===== src/rtl/password_store_arbiter_pkg.sv =====
// Shared types for the password store arbiter: FSM states, owner identities and store geometry.
package password_store_arbiter_pkg;

  localparam int DIGIT_W      = 4;
  localparam int DIGIT_ADDR_W = 2;
  localparam int PASSWORD_LEN = 4;

  typedef enum logic [1:0] {
    S_IDLE  = 2'd0,
    S_WRITE = 2'd1,
    S_READ  = 2'd2
  } ArbState;

  typedef enum logic {
    WRITER = 1'b0,
    READER = 1'b1
  } Owner;

  function automatic Owner otherOwner(input Owner o);
    return (o == WRITER) ? READER : WRITER;
  endfunction

endpackage


===== src/rtl/password_store_arbiter_if.sv =====
// Requester handshakes plus the single store port, bundled so the arbiter sees one bus.
interface password_store_arbiter_if #(
  parameter int ADDR_W = 2,
  parameter int DATA_W = 4
);

  logic              wrReq;
  logic [ADDR_W-1:0] wrAddr;
  logic [DATA_W-1:0] wrData;
  logic              wrGrant;
  logic              rdReq;
  logic [ADDR_W-1:0] rdAddr;
  logic              rdGrant;
  logic              rdValid;
  logic [DATA_W-1:0] rdData;
  logic [ADDR_W-1:0] storeAddr;
  logic              storeWrite;
  logic [DATA_W-1:0] storeWData;
  logic [DATA_W-1:0] storeRData;

  modport master (
    output wrReq, wrAddr, wrData, rdReq, rdAddr, storeRData,
    input  wrGrant, rdGrant, rdValid, rdData, storeAddr, storeWrite, storeWData
  );

  modport slave (
    input  wrReq, wrAddr, wrData, rdReq, rdAddr, storeRData,
    output wrGrant, rdGrant, rdValid, rdData, storeAddr, storeWrite, storeWData
  );

endinterface


===== src/rtl/password_store_arbiter_store_rr_picker.sv =====
// Round-robin pick between two requesters; on a tie the side that did not own the store last wins.
module store_rr_picker
  import password_store_arbiter_pkg::*;
(
  input  logic wrReq,
  input  logic rdReq,
  input  Owner lastOwner,
  output logic valid,
  output Owner winner
);

  always_comb begin
    valid  = wrReq | rdReq;
    winner = READER;
    if (wrReq && rdReq) begin
      winner = otherOwner(lastOwner);
    end else if (wrReq) begin
      winner = WRITER;
    end
  end

endmodule


===== src/rtl/password_store_arbiter.sv =====
// Req/grant arbiter sharing the single-port password store between setter and validator,
// with round-robin ties, bounded bursts and a lockdown freeze.
module password_store_arbiter
  import password_store_arbiter_pkg::*;
#(
  parameter int ADDR_W    = DIGIT_ADDR_W,
  parameter int DATA_W    = DIGIT_W,
  parameter int MAX_BURST = 4
) (
  input  logic                     CLK,
  input  logic                     RST,
  input  logic                     lockDown,
  password_store_arbiter_if.slave  bus,
  output logic [1:0]               dbgArbState
);

  localparam int CNT_W = $clog2(MAX_BURST) + 1;

  ArbState           state;
  Owner              lastOwner;
  logic [CNT_W-1:0]  beatCnt;
  logic [ADDR_W-1:0] addrHold;
  logic [DATA_W-1:0] wDataHold;
  logic [DATA_W-1:0] rdDataHold;
  logic              rdValidQ;

  logic              pickValid;
  Owner              pickWinner;
  logic              wrGrant;
  logic              rdGrant;
  logic              ownerReq;
  logic              lastBeat;
  logic [ADDR_W-1:0] addrMux;
  logic [DATA_W-1:0] wDataMux;
  logic [DATA_W-1:0] rdDataMux;

  store_rr_picker picker (
    .wrReq     (bus.wrReq),
    .rdReq     (bus.rdReq),
    .lastOwner (lastOwner),
    .valid     (pickValid),
    .winner    (pickWinner)
  );

  always_comb begin
    wrGrant   = (state == S_WRITE) && bus.wrReq && !lockDown;
    rdGrant   = (state == S_READ)  && bus.rdReq && !lockDown;
    ownerReq  = (state == S_WRITE) ? bus.wrReq : bus.rdReq;
    lastBeat  = (wrGrant || rdGrant) && (beatCnt == CNT_W'(MAX_BURST - 1));
    addrMux   = addrHold;
    wDataMux  = wDataHold;
    case (state)
      S_WRITE: begin
        addrMux  = bus.wrAddr;
        wDataMux = bus.wrData;
      end
      S_READ:  addrMux = bus.rdAddr;
      default: ;
    endcase
    rdDataMux = rdValidQ ? bus.storeRData : rdDataHold;
  end

  assign bus.wrGrant    = wrGrant;
  assign bus.rdGrant    = rdGrant;
  assign bus.storeWrite = wrGrant;
  assign bus.storeAddr  = addrMux;
  assign bus.storeWData = wDataMux;
  assign bus.rdValid    = rdValidQ;
  assign bus.rdData     = rdDataMux;
  assign dbgArbState    = state;

  // Every release goes back through S_IDLE, so a waiting opposite side always sees one bubble.
  always_ff @(posedge CLK or negedge RST) begin
    if (!RST) begin
      state     <= S_IDLE;
      beatCnt   <= '0;
      lastOwner <= READER;
    end else begin
      case (state)
        S_IDLE: begin
          if (!lockDown && pickValid) begin
            state     <= (pickWinner == WRITER) ? S_WRITE : S_READ;
            beatCnt   <= '0;
            lastOwner <= pickWinner;
          end
        end
        S_WRITE, S_READ: begin
          if (!ownerReq || lockDown || lastBeat) begin
            state <= S_IDLE;
          end else begin
            beatCnt <= beatCnt + CNT_W'(1);
          end
        end
        default: state <= S_IDLE;
      endcase
    end
  end

  always_ff @(posedge CLK or negedge RST) begin
    if (!RST) begin
      addrHold   <= '0;
      wDataHold  <= '0;
      rdDataHold <= '0;
      rdValidQ   <= 1'b0;
    end else begin
      addrHold   <= addrMux;
      wDataHold  <= wDataMux;
      rdDataHold <= rdDataMux;
      rdValidQ   <= rdGrant;
    end
  end

endmodule

===== src/flat_wrapper.sv =====
// flat-port wrapper written by rule: the top's interface ports become plain ports
module password_store_arbiter_flat import password_store_arbiter_pkg::*;
#(
  parameter int ADDR_W    = DIGIT_ADDR_W,
  parameter int DATA_W    = DIGIT_W,
  parameter int MAX_BURST = 4
)
  (CLK, RST, lockDown, dbgArbState, bus_wrReq, bus_wrAddr, bus_wrData, bus_rdReq, bus_rdAddr, bus_storeRData, bus_wrGrant, bus_rdGrant, bus_rdValid, bus_rdData, bus_storeAddr, bus_storeWrite, bus_storeWData);
  password_store_arbiter_if #(.ADDR_W(ADDR_W), .DATA_W(DATA_W)) bus_i ();
  input  logic CLK;
  input  logic RST;
  input  logic lockDown;
  output logic [1:0] dbgArbState;
  input wire logic [$bits(bus_i.wrReq)-1:0] bus_wrReq;
  input wire logic [$bits(bus_i.wrAddr)-1:0] bus_wrAddr;
  input wire logic [$bits(bus_i.wrData)-1:0] bus_wrData;
  input wire logic [$bits(bus_i.rdReq)-1:0] bus_rdReq;
  input wire logic [$bits(bus_i.rdAddr)-1:0] bus_rdAddr;
  input wire logic [$bits(bus_i.storeRData)-1:0] bus_storeRData;
  output wire logic [$bits(bus_i.wrGrant)-1:0] bus_wrGrant;
  output wire logic [$bits(bus_i.rdGrant)-1:0] bus_rdGrant;
  output wire logic [$bits(bus_i.rdValid)-1:0] bus_rdValid;
  output wire logic [$bits(bus_i.rdData)-1:0] bus_rdData;
  output wire logic [$bits(bus_i.storeAddr)-1:0] bus_storeAddr;
  output wire logic [$bits(bus_i.storeWrite)-1:0] bus_storeWrite;
  output wire logic [$bits(bus_i.storeWData)-1:0] bus_storeWData;
  assign bus_i.wrReq = bus_wrReq;
  assign bus_i.wrAddr = bus_wrAddr;
  assign bus_i.wrData = bus_wrData;
  assign bus_i.rdReq = bus_rdReq;
  assign bus_i.rdAddr = bus_rdAddr;
  assign bus_i.storeRData = bus_storeRData;
  assign bus_wrGrant = bus_i.wrGrant;
  assign bus_rdGrant = bus_i.rdGrant;
  assign bus_rdValid = bus_i.rdValid;
  assign bus_rdData = bus_i.rdData;
  assign bus_storeAddr = bus_i.storeAddr;
  assign bus_storeWrite = bus_i.storeWrite;
  assign bus_storeWData = bus_i.storeWData;
  password_store_arbiter #(.ADDR_W(ADDR_W), .DATA_W(DATA_W), .MAX_BURST(MAX_BURST)) u_core (.CLK(CLK), .RST(RST), .lockDown(lockDown), .bus(bus_i), .dbgArbState(dbgArbState));
endmodule

===== config.mk =====
export PLATFORM = sky130hd
export DESIGN_NAME = password_store_arbiter_flat
export DESIGN_NICKNAME = d
export VERILOG_FILES = /design/src/rtl/password_store_arbiter_pkg.sv /design/src/rtl/password_store_arbiter_if.sv /design/src/rtl/password_store_arbiter_store_rr_picker.sv /design/src/rtl/password_store_arbiter.sv /design/src/flat_wrapper.sv
export SDC_FILE = /design/constraint.sdc
export NUM_CORES = 1
export LEC_CHECK = 0
export CAP_MARGIN = 20
export CORE_MARGIN = 4
export CORE_UTILIZATION = 30
export CTS_CLUSTER_DIAMETER = 40
export DETAILED_ROUTE_END_ITERATION = 6
export PLACE_DENSITY = 0.6
export SYNTH_ARGS = -nofsm -noshare
export SYNTH_HDL_FRONTEND = slang
export SYNTH_SLANG_ARGS = --single-unit

===== constraint.sdc =====
create_clock -name CLK -period 1.76 [get_ports CLK]
set_input_delay 0.352 -clock CLK [delete_from_list [all_inputs] [get_ports CLK]]
set_output_delay 0.352 -clock CLK [all_outputs]
set_load 0.1 [all_outputs]

# After elaboration in Yosys (flattened, before gate mapping)
# Index checks and enable logic that the tools add are counted.
dict set report word_totals {
  in_bits 17
  register_bits 17
  word_cells 47
  output_inout_bits 16
}
dict set report op_classes {
  add_sub_neg 1
  eq_ne 6
  bitwise_logic 1
  muxes 14
  n_reduce_logical 18
}
# operator count
set ops {}
lappend ops {{two-way mux 4 bit} 2}
lappend ops {{case mux 2 bit (2 select lines)} 2}
lappend ops {{logical AND 1 bit} 7}
lappend ops {{two-way mux 2 bit} 3}
lappend ops {{two-way mux 3 bit} 2}
lappend ops {{case mux 3 bit (2 select lines)} 1}
lappend ops {{two-way mux 1 bit} 4}
lappend ops {{!= test 2 x 1 -> 1 bit (second input constant)} 2}
lappend ops {{AND reduction 2 bit} 2}
lappend ops {{adder 3 x 1 -> 3 bit (second input constant)} 1}
lappend ops {{equality test 3 x 2 -> 1 bit (second input constant)} 1}
lappend ops {{logical OR 1 bit} 3}
lappend ops {{AND reduction 3 bit} 1}
lappend ops {{equality test 2 x 1 -> 1 bit (second input constant)} 1}
lappend ops {{equality test 2 bit (second input constant)} 1}
lappend ops {{zero test 1 bit} 2}
lappend ops {{zero test 2 bit} 1}
lappend ops {{!= test 2 bit (second input constant)} 1}
lappend ops {{nonzero test 2 bit} 1}
lappend ops {{OR reduction 2 bit} 1}
lappend ops {{bitwise OR 1 bit} 1}

# Depth between registers and ports, before layout
# Gate-level depths: netlist of the first run.
dict set report logic_depth {
  depth_word 8
  mapped_depth 7
}

# Modules after synthesis
# Synthesis of the first run repeated with hierarchy kept, for this count alone.
dict set report unflattened {
  cells_unflattened 75
  hier_area_um2 863.3
}
# mod instances cells_per_inst area_per_inst_um2
set modules_own_cells {}
lappend modules_own_cells {password_store_arbiter 1 72 848.3}
lappend modules_own_cells {store_rr_picker 1 3 15.0}

# Worst setup path before layout of the first run
# Ideal clock, no wire load.
dict set report synth_path {
  path_type {register -> output}
  start {reg u_core.state[0], in the netlist u_core.dbgArbState[0]}
  end {out bus_storeAddr[0]}
  arrival_time_ps 3105
  stages_incl_launch_ff 6
  t_required_ps 1408
  setup_slack_ps -1697
  n_path_buf 1
  path_cell_list {dfrtp_1 -> inv_1 -> ha_1 -> clkbuf_8 -> nor2_1 -> a21oi_1}
}
dict set report synth_between {
  elab_chain_len 2
  elab_cells_between_ends 3
}
# item line_no
set synth_lines {}
lappend synth_lines {{start, declared} password_store_arbiter.sv:19} ;# ArbState state;
lappend synth_lines {{start signal, assigned} password_store_arbiter.sv:82} ;# state <= (pickWinner == WRITER) ? S_WRITE : S_READ;
lappend synth_lines {{equality test 2 bit or equality test 2 x 1 -> 1 bit (tied branches)} password_store_arbiter.sv:52} ;# case (state)
lappend synth_lines {{case mux 2 bit (2 select lines) *} password_store_arbiter.sv:52}
lappend synth_lines {{end, declared} flat_wrapper.sv:24} ;# output wire logic [$bits(bus_i.storeAddr)-1:0] bus_storeAddr;
# Mark *: on every way between the ends. The rest lies on a longest branch, timed or not.

# Worst setup path after layout of the first run
# Ends and elaborated chain as after synthesis.

==> flow_summary.ini, run 1 <==
[timing]
worst_slew_pin_slew_ps = 236
hold_viol_final = 0
slew_violations = 0
slew_headroom_pct = 84.3
setup-violations-final = 13
layout_setup_ws_ps = -280
rsz0062_at_grt = true
clock_skew_ps = 1.30
timing.setup.tns_ps = -2410
fin_crit_ps = 2040
max_freq_ghz = 0.490
finalCritPeriodShare_pct = 116

[drt]
num_vias = 829
avgViaCountPerCell = 4.99
firstDrtPassIters = 4
ant_nets = 0
drc = 0
drt-initial-drc-count = 21
routed_wl_mm = 2.65
wire_per_inst_um = 16.0

[die]
die-area_um2 = 3860
core_um2 = 2780
die_x_um = 62.1
die_h_um = 62.1
rows = 19
io_pins = 33
start_util_pct = 31.6

[critical_path]
critPathLaunchType = flip-flop
critPathRequiredTime_ps = 1410
cp-end-kind = output port
critPathArrivalTime_ps = 1690
crit_fanout = 5
ff2ff_path_depth = 8
critical_path_class = flip-flop to output port

[placed_design]
hpwl_mm = 1.94
portBuffers = 32
gp_congestion = 0.796
place_inst = 149
placed_cell_area_um2 = 1570
place_ws_ps = -220

[global_routing]
grtUsageTotal_pct = 14.5
grt_overflow = 0
grt_max_degree = 18
grt_pass1_vias = 890
antenna_found_initial = 0
grt_pass1_wl_mm = 4.50

[synthesis]
avgSynthCellArea_um2 = 11.7
syn_inst = 75
synth-seq-area-share_pct = 48.6
syn_area_um2 = 878
synth_seq_cells = 17
yosysWarnings = 0
synth_nets = 97
ys_types = 28

[clocking]
clk_latency_ps = 290
cts_made_buffers = 3
cts_buffer_depth = 2
ctsHtreeMaxLevel = 1
cts_hold_buf = 0
cts_tree = done
cts_root_buf = clkbuf_4
cts.sinks = 17
clk_pin_slew_ps = 100

[cells_and_area]
layoutNonFillerInstCount = 166
antenna_cells = 0
areaGrowthSynthToFinish_pct = 107
nNetsFinal = 158
drive_gt1_share_pct = 60.0
final_area_um2 = 1820

[run_status]
violations = negative setup slack
outcome = finished, violations left

[min_path]
min_path_type = input pin to asynchronous set/reset pin

[job]
maxCapViolCount = 0
-- flip-flops by register name, summed over array words and instances (netlist names) --
name / cells
u_core.addrHold: 2
u_core.dbgArbState: 2
u_core.bus.rdValid: 1
u_core.rdDataHold: 4
u_core.wDataHold: 4
u_core.lastOwner: 1
u_core.beatCnt: 3
-- cells in the final DEF, fill, tap and decap left out, types with 2 or more instances in the layout --
cell type,instances
a21oi_1,3
a21oi_4,2
a22oi_2,2
and3_4,2
buf_12,17
buf_4,17
buf_6,9
clkbuf_4,3
clkdlybuf4s50_1,16
dfrtp_1,13
dfrtp_4,2
ha_4,3
inv_1,4
mux2_2,4
mux2_4,5
nand2_1,4
nand3_1,3
nor2_4,2
or4_1,2
-- worst max-delay path, cell delays in order, from the launching register on --
cell	delay (ps)
dfrtp_4	520
buf_6	130
inv_6	50
ha_4	200
buf_12	140
a21oi_4	160
buf_12	190
-- per-layer routing --
layer	part of all wire, %	GRT usage, %	wire, um	vias to the layer above
li1	-	-	-	389
met4	0.64	4.34	17	0
met5	0	0	0	-
met2	51	23.2	1340	35
met1	40	18.2	1070	403
met3	8.4	5.05	223	2
-- through the flow --
| step | hold slack, ps | util [%] |
|---|---|---|
| global placement | 470 | 56.5 |
| CTS | 393 | 61.7 |
| floorplan | 56.4 | - |
| global route | 412 | 65.5 |
| finish | 387 | 65.5 |
| detailed placement | 480 | 56.5 |
-- timing repair --
item,in CTS,in global routing
resized for setup,16,13
buffers inserted,7,7
pin swaps,7,7
endpoints found under the setup margin,14,14
-- final timing paths --
kind / from / endpoint / slack, ps
min in group CLK: u_core.lastOwner / u_core.lastOwner / 490
hold / removal: RST / u_core.wDataHold[3] / 390
hold reg to reg: u_core.lastOwner / u_core.lastOwner / 490
setup reg to reg: u_core.dbgArbState[0] / u_core.dbgArbState[0] / -120
max in group asynchronous: RST / u_core.lastOwner / 1110
setup / recovery: u_core.dbgArbState[0] / bus_storeAddr[0] / -280
-- kinds of logic (layout without fill, tap and decap cells) --
kind of cell	Yosys count	in the layout	share of synthesized area (%)
buffers and inverters	9	69	6.27
AND/OR/NAND/NOR	18	18	11.0
AO/OA/AOI/OAI	16	16	14.4
flip-flops	17	17	48.6
multiplexers	10	10	12.7
adder cells (fa/ha/maj)	5	5	7.12
-- cells in the mapped netlist, drive strengths merged --
cell | number | share of area [%]
a21boi | 1 | 0.86
a21oi | 5 | 2.8
a22o | 1 | 1.0
a22oi | 2 | 1.7
a32o | 2 | 2.3
and3 | 3 | 2.3
buf | 2 | 2.1
clkbuf | 1 | 1.6
dfrtp | 16 | 46
dfstp | 1 | 3.0
ha | 5 | 7.1
inv | 6 | 2.6
mux2 | 9 | 12
mux2i | 1 | 1.1
nand2 | 4 | 1.7
nand2b | 1 | 0.71
nand3 | 4 | 2.3
nor2 | 2 | 0.86
nor2b | 1 | 0.71
o21ai | 1 | 0.57
o21bai | 1 | 0.86
o22ai | 1 | 0.71
o311ai | 1 | 1.0
o32a | 1 | 2.6
or2 | 1 | 0.71
or4 | 2 | 1.7
-- cell type report --
class                           instances  area, um2
Clock buffer                            4       26.3
Fill cell                             223        960
Inverter                                6       30.0
Multi-Input combinational cell         49        562
Sequential cell                        17        435
Tap cell                               31       38.8
Timing Repair Buffer                   59        729
Power of run 1 is left out: the tool's default activity adds up to more than one toggle a clock period on the data nets, which glitch-free logic cannot reach.
==> inputs of run 2 (changes only) <==
--- a/config.mk
+++ b/config.mk
@@ -10,7 +10,8 @@
 export CORE_UTILIZATION = 30
 export CTS_CLUSTER_DIAMETER = 40
 export DETAILED_ROUTE_END_ITERATION = 6
-export PLACE_DENSITY = 0.6
+export DONT_BUFFER_PORTS = 1
+export PLACE_DENSITY = 0.45
 export SYNTH_ARGS = -nofsm -noshare
 export SYNTH_HDL_FRONTEND = slang
 export SYNTH_SLANG_ARGS = --single-unit
==> flow_summary.ini, run 2 (synthesized netlist as in run 1, its figures left out) <==
[cells_and_area]
final_cell_mix = buf_4, dfrtp_1, buf_12
final_common_cell = buf_4
drive_gt1_share_pct = 67.6
antenna_cells = 0
nFillCells = 228
largestRegisters = u_core.rdDataHold (4), u_core.wDataHold (4), u_core.beatCnt (3)
areaGrowthSynthToFinish_pct = 68.1
nNetsFinal = 134

[run_status]
violations = negative setup slack
outcome = finished, violations left

[die]
rows = 19
core_um2 = 2780
io_pins = 33
die_x_um = 62.1
die_h_um = 62.1
start_util_pct = 31.6
die-area_um2 = 3860

[timing]
fin_crit_ps = 2040
layout_setup_ws_ps = -279
setup-violations-final = 14
worst_slew_pin_slew_ps = 790
slew_violations = 0
hold_viol_final = 0
clock_skew_ps = 4.53
finalCritPeriodShare_pct = 116
rsz0062_at_grt = true
slew_headroom_pct = 47.2
max_freq_ghz = 0.490

[critical_path]
critPathLaunchType = flip-flop
critPathRequiredTime_ps = 1410
critPathArrivalTime_ps = 1690
critical_path_class = flip-flop to output port
cp-end-kind = output port
crit_fanout = 4

[drt]
avgViaCountPerCell = 5.16
routed_wl_mm = 2.23
firstDrtPassIters = 3
drc = 0
num_vias = 733
ant_nets = 0
drt-initial-drc-count = 10
wire_per_inst_um = 15.7

[min_path]
min_path_type = input pin to flip-flop

[clocking]
cts.sinks = 17
cts_tree = done
ctsHtreeMaxLevel = 1
cts_buffer_depth = 2
cts_root_buf = clkbuf_4
clk_pin_slew_ps = 100
cts_made_buffers = 3
clk_latency_ps = 300

[global_routing]
grt_pass1_wl_mm = 3.70
antenna_found_initial = 0
grt_overflow = 0
grt_pass1_vias = 781
grtUsageTotal_pct = 11.7
grt_max_degree = 18

[placed_design]
hpwl_mm = 1.64
gp_congestion = 0.885
portBuffers = 0
place_ws_ps = -108

[job]
maxCapViolCount = 0
[run 2: changes by cell type in the layout (fill, tap and decap cells not counted), moves of 2 or more]
cell	previous run	this run
buf_12	17	8
buf_4	17	19
buf_6	9	6
clkdlybuf4s50_1	16	0
or4_1	2	0
or4_4	0	2
[run 2: final timing paths]
check                                      startpoint               endpoint  slack [ps]  depth (start not counted)
worst max register to register  u_core.dbgArbState[1]      u_core.beatCnt[2]        -160                          6
max in group asynchronous                         RST  u_core.dbgArbState[1]         610                          1
worst min register to register       u_core.lastOwner       u_core.lastOwner         490                          2
worst max-delay path            u_core.dbgArbState[0]       bus_storeAddr[1]        -280                          6
worst min-delay path                        bus_rdReq       u_core.lastOwner         200                          2
min in group asynchronous                         RST   u_core.rdDataHold[0]         570                          1
[run 2: metal layers]
layer  GRT usage, %  wire length (um)  part of all wire, %
met1           12.7               847                   38
met4           5.15                69                  3.1
met5              0                 0                    0
met3           5.77               190                  8.5
met2           19.0              1130                   50
[run 2: stage by stage]
step                util (%)  TNS, ps  cells  area [um2]  hold WS, ps
finish                  53.1    -2450    142        1480          198
floorplan                  -    -2710     75         992         56.4
global placement        45.7     -630    129        1270         57.0
detailed placement      45.7     -687    129        1270         56.9
CTS                     50.3    -2270    138        1400          168
global route            53.1    -3180    142        1480          187
[run 2: worst max-delay path: stages (launching register included)]
cell and delay [ps]:
dfrtp_4 520, buf_12 140, inv_8 50, ha_4 200, buf_8 140, a21oi_4 160
buf_12 190
[run 2: layout make-up]
| cell class | count | area, um2 | area share, % |
|---|---|---|---|
| Multi-Input combinational cell | 49 | 547 | 37.0 |
| Sequential cell | 17 | 435 | 29.5 |
| Timing Repair Buffer | 35 | 395 | 26.8 |
| Tap cell | 31 | 38.8 | 2.63 |
| Inverter | 6 | 32.5 | 2.20 |
| Clock buffer | 3 | 22.5 | 1.53 |
| Clock inverter | 1 | 5.00 | 0.339 |
[run 2: what timing repair did]
item                                    4_1_cts  5_1_grt
hold buffers                                  1        0
pin swaps                                     6        5
endpoints found under the hold margin        17        0
gates cloned                                  0        0
buffers inserted                              4        4
endpoints found under the setup margin       13       14
gates resized for setup                      17       12
Power of run 2 is left out for the same reason.
==> inputs of run 3 (changes only) <==
--- a/config.mk
+++ b/config.mk
@@ -6,7 +6,7 @@
 export NUM_CORES = 1
 export LEC_CHECK = 0
 export CAP_MARGIN = 20
-export CORE_MARGIN = 4
+export CORE_MARGIN = 2
 export CORE_UTILIZATION = 30
 export CTS_CLUSTER_DIAMETER = 40
 export DETAILED_ROUTE_END_ITERATION = 6
==> flow_summary.ini, run 3 (synthesized netlist as in run 1, its figures left out) <==
[die]
die_h_um = 58.1
io_pins = 33
die_x_um = 58.1
start_util_pct = 31.9
core_um2 = 2760
die-area_um2 = 3380
rows = 19

[clocking]
cts_root_buf = clkbuf_4
cts_tree = done
cts.sinks = 17
ctsHtreeMaxLevel = 1
cts_buffer_depth = 2
clk_pin_slew_ps = 100
cts_made_buffers = 3
clk_latency_ps = 300

[cells_and_area]
final_common_cell = dfrtp_1
largestRegisters = u_core.rdDataHold (4), u_core.wDataHold (4), u_core.beatCnt (3)
nNetsFinal = 127
antenna_cells = 0
final_cell_mix = dfrtp_1, buf_4, buf_12
drive_gt1_share_pct = 66.3
areaGrowthSynthToFinish_pct = 66.1

[timing]
hold_viol_final = 0
fin_crit_ps = 2020
setup-violations-final = 13
worst_slew_pin_slew_ps = 809
slew_headroom_pct = 45.9
timing.setup.tns_ps = -2140
slew_violations = 0
rsz0062_at_grt = true
layout_setup_ws_ps = -259
whs_ps = 181
max_freq_ghz = 0.495
finalCritPeriodShare_pct = 115
clock_skew_ps = 12.7

[run_status]
outcome = finished, violations left
violations = negative setup slack

[min_path]
min_from = bus_rdReq
min_path_type = input pin to flip-flop
hold_path_depth = 2

[placed_design]
gp_congestion = 0.716
portBuffers = 0
hpwl_mm = 1.55

[global_routing]
grt_pass1_vias = 758
grtUsageTotal_pct = 14.5
antenna_found_initial = 0
grt_overflow = 0
grt_pass1_wl_mm = 3.66
grt_max_degree = 18

[critical_path]
critPathLaunchType = flip-flop
cpMostUsedCell = buf_12
critPathTopFamily = flip-flops
critPathArrivalTime_ps = 1670
slowest_stage = dfrtp_4
ff2ff_path_depth = 6
critical_path.cell_chain = buf_6, inv_6, ha_4, buf_12, a21oi_4, buf_12
crit_path_max_incr_delay_ps = 520
critPathLaunch = u_core.dbgArbState[0]
critical_path_class = flip-flop to output port
cp-end-kind = output port
crit_fanout = 5
worstReg2RegStart = u_core.dbgArbState[0]
path_buf_inv = 4
critPathRequiredTime_ps = 1410
path_depth = 6

[drt]
num_vias = 701
ant_nets = 0
routed_wl_mm = 2.18
firstDrtPassIters = 4
wire_per_inst_um = 16.2
avgViaCountPerCell = 5.19
drt-initial-drc-count = 9
drc = 0

[job]
maxCapViolCount = 0
==> run 3: worst paths after layout <==
path | to | slack, ps
max in group asynchronous | u_core.dbgArbState[1] | 580
worst max register to register | u_core.beatCnt[0] | -100
worst min register to register | u_core.lastOwner | 490
worst min-delay path | u_core.lastOwner | 180
min in group asynchronous | u_core.rdDataHold[0] | 580
worst max-delay path | bus_storeAddr[0] | -260
==> run 3: what timing repair did <==
item	in CTS	in global routing
pin swaps	8	7
hold buffers	1	0
setup endpoints to repair	14	14
gates resized for setup	17	16
setup buffers	5	2
hold endpoints to repair	17	0
==> run 3: worst reg2reg max path, cell delays in order, from the launching register on <==
cell and delay, ps:
dfrtp_4 520, ha_4 180, buf_6 120, nand2b_4 150
o32a_4 350, or4_4 420, nand3_2 80
==> run 3: cell type report <==
cell class              count  area (um2)
clock inverters             1        5.00
flip-flops and latches     17         435
inverters                   6        30.0
repair buffers             28         347
clock buffers               3        22.5
fillers                   236        1300
well taps                  31        38.8
multi-input cells          49         581
==> run 3: per-layer routing <==
layer | GRT usage, % | routed length, um | share of wire, % | up-vias
met4 | 4.98 | 16 | 0.73 | 0
met3 | 3.79 | 121 | 5.5 | 2
met2 | 25.3 | 1140 | 52 | 19
met5 | 0 | 0 | 0 | -
met1 | 17.2 | 902 | 41 | 351
li1 | - | - | - | 329
==> run 3: stage by stage <==
step | setup WS, ps | instances | instance area [um2] | utilization, %
after floorplan | -282 | 75 | 992 | -
after global placement | -79.4 | 124 | 1230 | 44.7
after detailed placement | -94.7 | 124 | 1230 | 44.7
after CTS | -277 | 134 | 1380 | 50.1
after global routing | -315 | 135 | 1460 | 52.9
final | -259 | 135 | 1460 | 52.9
Power of run 3 is left out for the same reason.
